<file path="config.mk">
export PLATFORM = sky130hd
export DESIGN_NAME = pong_ball_engine_flat
export DESIGN_NICKNAME = d
export VERILOG_FILES = /design/src/rtl/pong_ball_engine_if.sv /design/src/rtl/pong_ball_engine.sv /design/src/flat_wrapper.sv
export SDC_FILE = /design/constraint.sdc
export NUM_CORES = 1
export LEC_CHECK = 0
export CAP_MARGIN = 5
export CELL_PAD_IN_SITES_DETAIL_PLACEMENT = 1
export CELL_PAD_IN_SITES_GLOBAL_PLACEMENT = 1
export CORE_MARGIN = 4
export CORE_UTILIZATION = 41
export CTS_BUF_LIST = sky130_fd_sc_hd__clkbuf_4 sky130_fd_sc_hd__clkbuf_8
export DETAILED_ROUTE_END_ITERATION = 12
export PLACE_DENSITY = 0.8
export SLEW_MARGIN = 30
export SYNTH_ARGS = -nofsm -noshare
export SYNTH_HDL_FRONTEND = slang
export SYNTH_SLANG_ARGS = --single-unit
</file>
<file path="constraint.sdc">
create_clock -name pixel_clk -period 4.5 [get_ports pixel_clk]
set_clock_uncertainty 0.1 [all_clocks]
set_input_delay 0.9 -clock pixel_clk [delete_from_list [all_inputs] [get_ports pixel_clk]]
set_output_delay 0.9 -clock pixel_clk [all_outputs]
set_load 0.1 [all_outputs]
</file>
<file path="src/rtl/pong_ball_engine_if.sv">
// pong_ball_engine_if: groups the signals between the raster driver/renderer
// and the ball engine.
// master = driver/renderer side (raster counters, player input).
// slave  = ball engine.
interface pong_ball_engine_if;
  logic [9:0] X_pix;
  logic [9:0] Y_pix;
  logic [9:0] paddle_y;
  logic       serve;
  logic [9:0] ball_x;
  logic [9:0] ball_y;
  logic       in_play;
  logic       miss_pulse;
  logic [7:0] hit_count;
  logic [3:0] miss_count;

  modport master (
    output X_pix, Y_pix, paddle_y, serve,
    input  ball_x, ball_y, in_play, miss_pulse, hit_count, miss_count
  );

  modport slave (
    input  X_pix, Y_pix, paddle_y, serve,
    output ball_x, ball_y, in_play, miss_pulse, hit_count, miss_count
  );
endinterface

</file>
<file path="src/rtl/pong_ball_engine.sv">
// pong_ball_engine: per-frame ball physics feeding the VGA renderer.
// The ball moves once per frame, on the tick at the start of vertical blank.
// It bounces off the top, bottom and right walls and off the left paddle.
// A miss is detected and the engine runs the serve / play / miss-hold sequence.
// Optional feature macro: PONG_SPEEDUP_EN. When it is defined, every paddle
// hit raises the step by 1, up to MAX_SPEED.
module pong_ball_engine #(
  parameter int H_RES       = 640,
  parameter int V_RES       = 480,
  parameter int BALL_SIZE   = 4,
  parameter int PADDLE_X    = 0,
  parameter int PADDLE_W    = 5,
  parameter int PADDLE_H    = 50,
  parameter int SPEED       = 2,
  parameter int MAX_SPEED   = 6,
  parameter int MISS_FRAMES = 60,
  parameter int SERVE_X     = 320,
  parameter int SERVE_Y     = 240
) (
  input  logic               pixel_clk,
  input  logic               rst_n,
  pong_ball_engine_if.slave  bus
);

  // The step register is sized for the larger of SPEED and MAX_SPEED.
  // The same width therefore holds in both builds.
  localparam int STEP_CAP = (MAX_SPEED > SPEED) ? MAX_SPEED : SPEED;
  localparam int STEP_W   = $clog2(STEP_CAP + 1);
  localparam int FC_W     = (MISS_FRAMES > 1) ? $clog2(MISS_FRAMES) : 1;

  localparam logic [10:0] LP_H_RES  = 11'(H_RES);
  localparam logic [10:0] LP_V_RES  = 11'(V_RES);
  localparam logic [10:0] LP_BALL   = 11'(BALL_SIZE);
  localparam logic [10:0] LP_PAD_R  = 11'(PADDLE_X + PADDLE_W);
  localparam logic [10:0] LP_PAD_H  = 11'(PADDLE_H);
  localparam logic [9:0]  LP_TICK_Y = 10'(V_RES);
  localparam logic [9:0]  LP_SRV_X  = 10'(SERVE_X);
  localparam logic [9:0]  LP_SRV_Y  = 10'(SERVE_Y);
  localparam logic [9:0]  LP_RGT_X  = 10'(H_RES - BALL_SIZE);
  localparam logic [9:0]  LP_BOT_Y  = 10'(V_RES - BALL_SIZE);
  localparam logic [9:0]  LP_PAD_RX = 10'(PADDLE_X + PADDLE_W);
  localparam logic [FC_W-1:0]   LP_FC_LAST = FC_W'(MISS_FRAMES - 1);
  localparam logic [STEP_W-1:0] LP_SPEED   = STEP_W'(SPEED);

  typedef enum logic [1:0] {S_IDLE, S_PLAY, S_MISS} state_t;

  state_t            r_state, w_state_nxt;
  logic              r_cond_d;
  logic              w_cond, w_tick;
  logic [9:0]        r_ball_x, r_ball_y, w_ball_x_nxt, w_ball_y_nxt;
  logic              r_dir_x, r_dir_y, w_dir_x_nxt, w_dir_y_nxt;
  logic [7:0]        r_hit_cnt;
  logic [3:0]        r_miss_cnt;
  logic [FC_W-1:0]   r_frame_cnt, w_frame_cnt_nxt;
  logic              r_in_play, r_miss_pulse;
  logic              w_hit_ev, w_miss_ev;
  logic [STEP_W-1:0] w_step;
  logic [9:0]        w_step10;
  logic [10:0]       w_bx, w_by, w_step11, w_pad11;
  logic [9:0]        w_x_dec, w_x_inc, w_y_dec, w_y_inc;
  logic              w_left_free, w_paddle_ovl, w_right_free, w_up_free, w_down_free;

  // Frame tick: the first cycle of the raster position (0, V_RES).
  // The driver can hold that position for several clocks. Comparing with the
  // registered copy of the condition gives exactly one tick per frame.
  assign w_cond = (bus.X_pix == '0) && (bus.Y_pix == LP_TICK_Y);
  assign w_tick = w_cond & ~r_cond_d;

  // Remember the tick condition from the previous clock.
  always_ff @(posedge pixel_clk or negedge rst_n) begin
    if (!rst_n) r_cond_d <= 1'b0;
    else        r_cond_d <= w_cond;
  end

`ifdef PONG_SPEEDUP_EN
  localparam logic [STEP_W-1:0] LP_CAP = STEP_W'(STEP_CAP);
  logic              w_serve_ev;
  logic [STEP_W-1:0] r_step;
  assign w_serve_ev = w_tick && (r_state == S_IDLE) && bus.serve;

  // Step speeds up on each hit. It reloads to SPEED when the ball is served.
  always_ff @(posedge pixel_clk or negedge rst_n) begin
    if (!rst_n)                          r_step <= LP_SPEED;
    else if (w_serve_ev)                 r_step <= LP_SPEED;
    else if (w_hit_ev && r_step < LP_CAP) r_step <= r_step + 1'b1;
  end
  assign w_step = r_step;
`else
  assign w_step = LP_SPEED;
`endif

  // Wall and paddle tests use 11 bits, so ball + size + step cannot wrap.
  assign w_step10 = 10'(w_step);
  assign w_step11 = {1'b0, w_step10};
  assign w_bx     = {1'b0, r_ball_x};
  assign w_by     = {1'b0, r_ball_y};
  assign w_pad11  = {1'b0, bus.paddle_y};

  assign w_left_free  = w_bx >= (LP_PAD_R + w_step11);
  assign w_paddle_ovl = ((w_by + LP_BALL) > w_pad11) && (w_by < (w_pad11 + LP_PAD_H));
  assign w_right_free = (w_bx + LP_BALL + w_step11) <= LP_H_RES;
  assign w_up_free    = w_by >= w_step11;
  assign w_down_free  = (w_by + LP_BALL + w_step11) <= LP_V_RES;

  // These are used only on paths where the guards above rule out overflow.
  assign w_x_dec = r_ball_x - w_step10;
  assign w_x_inc = r_ball_x + w_step10;
  assign w_y_dec = r_ball_y - w_step10;
  assign w_y_inc = r_ball_y + w_step10;

  // Next state and next ball position. Nothing changes outside the tick cycle.
  always_comb begin
    w_state_nxt     = r_state;
    w_ball_x_nxt    = r_ball_x;
    w_ball_y_nxt    = r_ball_y;
    w_dir_x_nxt     = r_dir_x;
    w_dir_y_nxt     = r_dir_y;
    w_frame_cnt_nxt = r_frame_cnt;
    w_hit_ev        = 1'b0;
    w_miss_ev       = 1'b0;
    if (w_tick) begin
      unique case (r_state)
        S_IDLE: begin
          w_ball_x_nxt = LP_SRV_X;
          w_ball_y_nxt = LP_SRV_Y;
          if (bus.serve) begin
            w_state_nxt = S_PLAY;
            w_dir_x_nxt = 1'b0;
            w_dir_y_nxt = ~r_dir_y;  // alternate the serve angle
          end
        end
        S_PLAY: begin
          if (!r_dir_x) begin
            if (w_left_free) begin
              w_ball_x_nxt = w_x_dec;
            end else if (w_paddle_ovl) begin
              w_ball_x_nxt = LP_PAD_RX;
              w_dir_x_nxt  = 1'b1;
              w_hit_ev     = 1'b1;
            end else begin
              w_ball_x_nxt = '0;
              w_state_nxt  = S_MISS;
              w_miss_ev    = 1'b1;
            end
          end else if (w_right_free) begin
            w_ball_x_nxt = w_x_inc;
          end else begin
            w_ball_x_nxt = LP_RGT_X;
            w_dir_x_nxt  = 1'b0;
          end
          // Y moves independently of X. It also moves on the tick of a miss.
          if (!r_dir_y) begin
            if (w_up_free) w_ball_y_nxt = w_y_dec;
            else begin
              w_ball_y_nxt = '0;
              w_dir_y_nxt  = 1'b1;
            end
          end else if (w_down_free) begin
            w_ball_y_nxt = w_y_inc;
          end else begin
            w_ball_y_nxt = LP_BOT_Y;
            w_dir_y_nxt  = 1'b0;
          end
        end
        S_MISS: begin
          if (r_frame_cnt == LP_FC_LAST) begin
            w_state_nxt     = S_IDLE;
            w_frame_cnt_nxt = '0;
            w_ball_x_nxt    = LP_SRV_X;
            w_ball_y_nxt    = LP_SRV_Y;
          end else begin
            w_frame_cnt_nxt = r_frame_cnt + 1'b1;
          end
        end
        default: w_state_nxt = S_IDLE;
      endcase
    end
  end

  // State, ball, direction and frame counter registers.
  always_ff @(posedge pixel_clk or negedge rst_n) begin
    if (!rst_n) begin
      r_state     <= S_IDLE;
      r_ball_x    <= LP_SRV_X;
      r_ball_y    <= LP_SRV_Y;
      r_dir_x     <= 1'b0;
      r_dir_y     <= 1'b1;
      r_frame_cnt <= '0;
      r_in_play   <= 1'b0;
    end else begin
      r_state     <= w_state_nxt;
      r_ball_x    <= w_ball_x_nxt;
      r_ball_y    <= w_ball_y_nxt;
      r_dir_x     <= w_dir_x_nxt;
      r_dir_y     <= w_dir_y_nxt;
      r_frame_cnt <= w_frame_cnt_nxt;
      r_in_play   <= (w_state_nxt == S_PLAY);
    end
  end

  // Score counters. Hits wrap; misses saturate at 15. The miss pulse lasts one cycle.
  always_ff @(posedge pixel_clk or negedge rst_n) begin
    if (!rst_n) begin
      r_hit_cnt    <= '0;
      r_miss_cnt   <= '0;
      r_miss_pulse <= 1'b0;
    end else begin
      r_miss_pulse <= w_miss_ev;
      if (w_hit_ev)                           r_hit_cnt  <= r_hit_cnt + 8'd1;
      if (w_miss_ev && (r_miss_cnt != 4'hF))  r_miss_cnt <= r_miss_cnt + 4'd1;
    end
  end

  assign bus.ball_x     = r_ball_x;
  assign bus.ball_y     = r_ball_y;
  assign bus.in_play    = r_in_play;
  assign bus.miss_pulse = r_miss_pulse;
  assign bus.hit_count  = r_hit_cnt;
  assign bus.miss_count = r_miss_cnt;

endmodule

</file>
<file path="src/flat_wrapper.sv">
// flat-port wrapper written by rule: the top's interface ports become plain ports
module pong_ball_engine_flat 
#(
  parameter int H_RES       = 640,
  parameter int V_RES       = 480,
  parameter int BALL_SIZE   = 4,
  parameter int PADDLE_X    = 0,
  parameter int PADDLE_W    = 5,
  parameter int PADDLE_H    = 50,
  parameter int SPEED       = 2,
  parameter int MAX_SPEED   = 6,
  parameter int MISS_FRAMES = 60,
  parameter int SERVE_X     = 320,
  parameter int SERVE_Y     = 240
)
  (pixel_clk, rst_n, bus_X_pix, bus_Y_pix, bus_paddle_y, bus_serve, bus_ball_x, bus_ball_y, bus_in_play, bus_miss_pulse, bus_hit_count, bus_miss_count);
  pong_ball_engine_if bus_i ();
  input  logic pixel_clk;
  input  logic rst_n;
  input wire logic [$bits(bus_i.X_pix)-1:0] bus_X_pix;
  input wire logic [$bits(bus_i.Y_pix)-1:0] bus_Y_pix;
  input wire logic [$bits(bus_i.paddle_y)-1:0] bus_paddle_y;
  input wire logic [$bits(bus_i.serve)-1:0] bus_serve;
  output wire logic [$bits(bus_i.ball_x)-1:0] bus_ball_x;
  output wire logic [$bits(bus_i.ball_y)-1:0] bus_ball_y;
  output wire logic [$bits(bus_i.in_play)-1:0] bus_in_play;
  output wire logic [$bits(bus_i.miss_pulse)-1:0] bus_miss_pulse;
  output wire logic [$bits(bus_i.hit_count)-1:0] bus_hit_count;
  output wire logic [$bits(bus_i.miss_count)-1:0] bus_miss_count;
  assign bus_i.X_pix = bus_X_pix;
  assign bus_i.Y_pix = bus_Y_pix;
  assign bus_i.paddle_y = bus_paddle_y;
  assign bus_i.serve = bus_serve;
  assign bus_ball_x = bus_i.ball_x;
  assign bus_ball_y = bus_i.ball_y;
  assign bus_in_play = bus_i.in_play;
  assign bus_miss_pulse = bus_i.miss_pulse;
  assign bus_hit_count = bus_i.hit_count;
  assign bus_miss_count = bus_i.miss_count;
  pong_ball_engine #(.H_RES(H_RES), .V_RES(V_RES), .BALL_SIZE(BALL_SIZE), .PADDLE_X(PADDLE_X), .PADDLE_W(PADDLE_W), .PADDLE_H(PADDLE_H), .SPEED(SPEED), .MAX_SPEED(MAX_SPEED), .MISS_FRAMES(MISS_FRAMES), .SERVE_X(SERVE_X), .SERVE_Y(SERVE_Y)) u_core (.pixel_clk(pixel_clk), .rst_n(rst_n), .bus(bus_i));
endmodule
</file>
==> results.md, run 1 <==
* Max-Slew Margin vs Limit at 34.17%
* GP Congestion at 0.8474
* Residual overflow from global routing at 0
* Number of buffers inserted to repair setup after CTS at 0
* Instance count along the most critical hold path at 1
* Fin crit period at 4156 ps
* Fraction of post-synthesis cell area in the top cell type by area at 23.38%
* Total wire length at 12.22 mm
* Pin count of the biggest net entering global routing at 45
* Number of buffers created by CTS at 5
* Slew @ Worst Pin at 984.4 ps
* Main area contributors after synthesis: dfrtp_1 23%, ha_1 10%, dfstp_2 4.6%
* Hold Path Class: reg -> reg
* Total number of vias at 3949
* Layout Nets at 603
* Setup TNS Final at 0 ps
* Most numerous cell types in the synthesized netlist: 39 x nand2_1, 37 x dfrtp_1, 33 x nor2_1, 32 x ha_1, 27 x a21oi_1
* CTS tree: yes
* Netlist area before placement at 3960 sq um
* Peak clock frequency supported by timing at 240.6 MHz
* Ant. Diodes at 0
* Number of top-level design ports at 67
* Final Hold Slack at 417.8 ps
* DR DRC count at 0
* Nets in the synthesized netlist at 551
* IR Drop Worst-Case VDD at 0.1208 mV
* Post-synthesis cell type count at 68
* Initial cell density of the core at 42.45%
* Period Utilization, post-route at 92.36%
* Buffer cell driving the clock tree root: clkbuf_8
* Crit end category: flop
* Horizontal extent of the die at 106.3 um
* Buffer depth of the longest clock path at 2
* Cell type with the largest total area after synthesis: dfrtp_1
* # fillers at 1143
* Synth Register Bits at 44
* Post-cts sizing count at 0
* Die Y-Extent at 106.3 um
* Average wire length per cell after detail routing at 18.30 um
* Avg Inst Size Synth at 8.148 sq um
* Final number of max-transition violations at 0
* Ratio of cells with drive above 1 in the final layout at 6.494%
* Power density over the cells at 166.4 nW/um^2
* Leakage power at 2.019 nW
* Overall routing resource usage at 22.52%
* Max Cap Violations at 0
* Data arrival time of the critical path at 4260 ps
* Initial antenna violation count at 0
* Synthesized instance count at 486
* Ys async rst share at 100.0%
* Number of rows in the core area at 35
* Core Box Area at 9328 sq um
* Final Hold Violating Endpoints at 0
* Type of the setup path with the least slack: in -> reg
* Number of enable-type register cells in the synthesized netlist at 0
* Count leader, synth: nand2_1
* Floorplan die area at 11300 sq um
* Crit path max fanout at 8
* Dominant synthesized flop cell: dfrtp_1
* Number of buffers added to fix hold violations after cts at 0
* Unrepaired setup endpoints after global routing: false
* Wire length of the first global-routing pass at 20.99 mm
* Clock H-tree levels at 2
* Number of cells on the worst reg-to-reg path at 11
* Starting DRT DRC Count at 167
* Vias in the first global route at 4262
* Final total power at 804.3 uW
* Ratio of routed vias to standard cells at 5.912
* HPWL Detailed at 9.382 mm
* Number of detailed-routing iterations run before antenna repair at 4
* Count of antenna-violating nets left after detailed routing at 0
* Setup violations, final at 0
* Clock sink count at 44
* Number of warnings printed during yosys synthesis at 0
* Placement-stage cell area at 4713 sq um
* Critical path launch point type: input pin
* Insertion delay of the later-clocked pin in the worst-skew pair at 300 ps
* Synth-to-layout area growth at 22.09%
* Clock edge transition at the registers on the reported setup and hold paths at 90 ps
* Layout Cell Area excl Fill at 4835 sq um
* Fraction of the yosys area taken by sequential cells at 28.03%
* Data required time of the worst path at 4600 ps
* Run status: finished clean
* Buffers added on ports at 65
==> worst max-delay path: stages <==
cell	delay, ps
clkdlybuf4s50_1	510
inv_1	80
nor3_1	320
nor3_1	150
or3_1	340
xnor2_1	140
ha_1	290
a22o_1	210
nor4_1	200
o211ai_1	130
o311a_1	170
a211oi_4	360
nand4_1	210
xnor2_1	240
==> metrics by stage <==
step                      setup slack (ps)  utilization [%]  std cells
after floorplan                      325.1                -        486
after global placement               245.9            50.50        660
after detailed placement             62.99            50.53        660
after CTS                            316.2            51.83        668
after global routing                 154.0            51.83        668
final                                343.9            51.83        668
==> metal layers <==
layer | part of all wire, % | wire length [um] | vias to the layer above | GRT usage, %
li1 | - | - | 1902 | -
met1 | 43 | 5302 | 1945 | 27.60
met2 | 52 | 6369 | 87 | 41.36
met3 | 3.1 | 383 | 15 | 2.793
met4 | 1.4 | 169 | 0 | 6.013
met5 | 0 | 0 | - | 0
==> layout by cell type, fill, tap and decap left out, types with 4 or more instances in the layout <==
cell type,synthesis,layout
clkdlybuf4s50_1,0,64
buf_4,1,8
nor4b_1,4,4
clkbuf_8,0,6
nand4_1,14,14
o31ai_1,9,9
mux2_2,5,5
inv_1,24,24
nor2b_1,9,9
dfrtp_1,37,37
o311ai_0,4,4
or3_1,4,4
nand2_1,39,39
a21o_1,5,5
dfstp_2,7,7
xnor2_1,21,21
a311oi_1,4,4
ha_1,32,32
o211ai_1,6,6
nor4_1,9,9
a31oi_1,6,6
a211oi_1,6,6
o21ai_0,26,26
nand2b_1,7,7
a21oi_1,27,27
nor3b_1,5,5
o22ai_1,5,5
nand3_1,26,26
nor2_1,33,33
and3_1,6,6
or4_1,4,4
nor3_1,18,18
xor2_1,11,11
==> final cells by class <==
cell class              count  area [sq um]  area share [%]
well taps                 129         161.4           3.339
clock buffers               6         82.58           1.708
repair buffers             72         700.7           14.49
flip-flops and latches     44          1110           22.96
multi-input cells         391          2651           54.84
inverters                  24         90.09           1.863
clock inverters             2         38.79          0.8023
==> worst paths after layout <==
kind	from	to	slack (ps)
min in group asynchronous	rst_n	u_core.bus.ball_x[9]	480
max	bus_paddle_y[1]	u_core.bus.hit_count[7]	340
min reg2reg	u_core.bus.hit_count[6]	u_core.bus.hit_count[6]	420
min	u_core.bus.hit_count[6]	u_core.bus.hit_count[6]	420
max in group asynchronous	rst_n	u_core.bus.hit_count[6]	3400
max reg2reg	u_core.bus.ball_y[4]	u_core.bus.miss_count[1]	440
==> sequential cells by signal, indices dropped and copies added (netlist names) <==
| signal | cells |
|---|---|
| u_core.r_dir_x | 1 |
| u_core.bus.ball_x | 10 |
| u_core.r_dir_y | 1 |
| u_core.r_frame_cnt | 6 |
| u_core.bus.miss_pulse | 1 |
| u_core.bus.in_play | 1 |
| u_core.r_cond_d | 1 |
| u_core.bus.ball_y | 9 |
| u_core.bus.miss_count | 4 |
| u_core.bus.hit_count | 8 |
| u_core.r_state | 2 |
==> logic make-up (layout without fill, tap and decap cells) <==
| group | after synthesis | count (layout) | synth area share (%) |
|---|---|---|---|
| buffers and inverters | 51 | 104 | 5.024 |
| DFF | 44 | 44 | 28.03 |
| muxes | 7 | 7 | 1.927 |
| and+or+nand+nor | 193 | 193 | 26.16 |
| AOI/OAI and AO/OA | 126 | 126 | 21.58 |
| adders and majority gates | 32 | 32 | 10.11 |
| xor gates and xnor gates | 32 | 32 | 7.077 |
| other | 1 | 1 | 0.09470 |
==> power by group <==
group	internal, mW	switching [mW]
Sequential	0.395	0.0000369
Combinational	0.0409	0.0373
Clock	0.182	0.149
Power figures use the tool's default switching activity.
==> run 2, diff against run 1 <==
--- a/config.mk
+++ b/config.mk
@@ -5,6 +5,7 @@
 export SDC_FILE = /design/constraint.sdc
 export NUM_CORES = 1
 export LEC_CHECK = 0
+export ABC_AREA = 0
 export CAP_MARGIN = 5
 export CELL_PAD_IN_SITES_DETAIL_PLACEMENT = 1
 export CELL_PAD_IN_SITES_GLOBAL_PLACEMENT = 1
==> results of run 2 <==
Final layout, timing and power as in run 1 (identical DEF).
==> run 3, diff against run 2 <==
--- a/config.mk
+++ b/config.mk
@@ -14,6 +14,7 @@
 export CTS_BUF_LIST = sky130_fd_sc_hd__clkbuf_4 sky130_fd_sc_hd__clkbuf_8
 export DETAILED_ROUTE_END_ITERATION = 12
 export PLACE_DENSITY = 0.8
+export RECOVER_POWER = 100
 export SLEW_MARGIN = 30
 export SYNTH_ARGS = -nofsm -noshare
 export SYNTH_HDL_FRONTEND = slang
==> run 3 against run 2 <==
The flow now finishes with violations (capacitance limit, slew limit). Sequential power is essentially flat. Setup slack lost 92 ps. Non-clock buffer count is the same. Utilization shrank 0.50 points. Critical endpoint is now u_core.bus.in_play. Register-to-register slack lost 20 ps. First-iteration DRC count shrank 6.6%. Via count shrank 0.13%. Highest routed layer unchanged. Maximum frequency shrank 2.2%. Final cell count is the same. Clock power is essentially flat.
==> results.md, run 3 (same netlist as run 1, synthesis figures left out) <==
* Post-cts sizing count at 0
* Initial cell density of the core at 42.45%
* Critical path launch point type: input pin
* DR DRC count at 0
* Vias in the first global route at 4262
* Data arrival time of the critical path at 4340 ps
* Number of flip-flops under the largest register name at 10
* Horizontal extent of the die at 106.3 um
* Combined area of the multi-input logic cells at 2631 sq um
* Layout Utilization at 51.33%
* Wire length of the first global-routing pass at 20.99 mm
* Type of the setup path with the least slack: in -> reg
* Reg-to-reg slack, setup at 420 ps
* Ratio of cells with drive above 1 in the final layout at 4.824%
* Core Box Area at 9328 sq um
* Instance count along the most critical hold path at 1
* CTS tree: yes
* Final Hold Violating Endpoints at 0
* # fillers at 1148
* Most common library cell in the layout ignoring fill and taps: nand2_1
* Initial antenna violation count at 0
* Max Cap Violations at 1
* Period Utilization, post-route at 94.40%
* Clock edge transition at the registers on the reported setup and hold paths at 90 ps
* GP Congestion at 0.8474
* Number of buffers added to fix hold violations after cts at 0
* Buffers added on ports at 65
* Post-placement setup slack at 62.99 ps
* Slew @ Worst Pin at 2457 ps
* Starting DRT DRC Count at 156
* Max-Slew Margin vs Limit at -63.82%
* Data required time of the worst path at 4590 ps
* Worst path setup slack after routing at 251.8 ps
* Buffer depth of the longest clock path at 2
* Average wire length per cell after detail routing at 18.27 um
* Final number of max-transition violations at 45
* Number of buffers inserted to repair setup after CTS at 0
* Layout Nets at 603
* Register area at 1110 sq um
* Overall routing resource usage at 22.52%
* Setup TNS Final at 0 ps
* Number of cells on the worst reg-to-reg path at 12
* Peak clock frequency supported by timing at 235.4 MHz
* Unrepaired setup endpoints after global routing: false
* Hold Path End: u_core.bus.hit_count[6]
* Layout Cell Area excl Fill at 4788 sq um
* Total wire length at 12.21 mm
* Ant. Diodes at 0
* Power density over the cells at 168.0 nW/um^2
* Ratio of routed vias to standard cells at 5.904
* Count of antenna-violating nets left after detailed routing at 0
* Leakage power at 2.089 nW
* Final Hold Slack at 413.3 ps
* Setup violations, final at 0
* Final total power at 804.5 uW
* Fin crit period at 4248 ps
* Number of top-level design ports at 67
* Buffer cell driving the clock tree root: clkbuf_8
* Hold Path Class: reg -> reg
* Number of detailed-routing iterations run before antenna repair at 4
* Insertion delay of the later-clocked pin in the worst-skew pair at 300 ps
* IR Drop Worst-Case VDD at 0.1244 mV
* Residual overflow from global routing at 0
* Total placed cells including tap cells at 660
* Synth-to-layout area growth at 20.92%
* Total number of vias at 3944
* Number of buffers created by CTS at 5
* Worst r2r dst: u_core.bus.miss_count[3]
* Violations in the final reports: capacitance limit, slew limit
* Number of rows in the core area at 35
* Crit path max fanout at 4
* Floorplan die area at 11300 sq um
* Run status: finished, violations left
* RR Startpoint: u_core.bus.ball_y[4]
* HPWL Detailed at 9.382 mm
* Final std cells w/o fill at 668
* Clock sink count at 44
* Clock H-tree levels at 2
* Die Y-Extent at 106.3 um
* Min-Delay Startpoint: u_core.bus.hit_count[6]
* Most frequent cells in the layout: 39 x nand2_1, 37 x dfrtp_1, 36 x dlygate4sd3_1
* Pin count of the biggest net entering global routing at 45
* Placement-stage cell area at 4713 sq um
* Crit end category: flop
-- run 3: cell types whose count changed in the layout (fill, tap and decap cells not counted) --
cell	delta
buf_4	-7
clkbuf_1	+7
clkdlybuf4s50_1	-36
dlygate4sd3_1	+36
nor3_1	+1
nor3_2	-1
nor4_1	+1
nor4_4	-1
-- run 3: worst max path at each step --
stage                                    start                       end  slack, ps  cells past startpoint
after global routing           bus_paddle_y[1]   u_core.bus.hit_count[7]         80                     14
after floorplan           u_core.bus.ball_y[5]  u_core.bus.miss_count[1]        330                     14
final                          bus_paddle_y[1]        u_core.bus.in_play        250                     15
after CTS                      bus_paddle_y[1]   u_core.bus.hit_count[7]        320                     14
after global placement         bus_paddle_y[1]   u_core.bus.hit_count[1]        250                     13
after detailed placement       bus_paddle_y[1]   u_core.bus.hit_count[1]         60                     13
-- run 3: final cells by class --
class / count / share of cell area, %
inverter: 24 / 1.881
sequential: 44 / 23.18
clock inverter: 2 / 0.8100
tap: 129 / 3.371
multi-input combinational: 391 / 54.95
timing repair buffer: 72 / 14.08
clock buffer: 6 / 1.725
-- run 3: worst max-delay path, stage by stage --
cell	delay, ps
dlygate4sd3_1	580
inv_1	80
nor3_1	320
nor3_1	150
or3_1	340
xnor2_1	140
ha_1	290
a22o_1	210
nor4_1	200
o211ai_1	130
o311a_1	170
a21oi_1	180
clkbuf_1	230
nor2_1	120
a311oi_1	290
-- run 3: layer usage --
metal | vias up | track usage [%] | wire length, um
met2 | 102 | 41.36 | 6279
met3 | 21 | 2.793 | 456
met1 | 1918 | 27.60 | 5275
met5 | - | 0 | 0
li1 | 1903 | - | -
met4 | 0 | 6.013 | 193
-- run 3: report_power, final --
group          switching (mW)  internal [mW]  leakage, nW
sequential          0.0000360          0.395        0.563
clock                   0.150          0.182       0.0614
combinational          0.0373         0.0398         1.46
total                   0.187          0.617         2.09
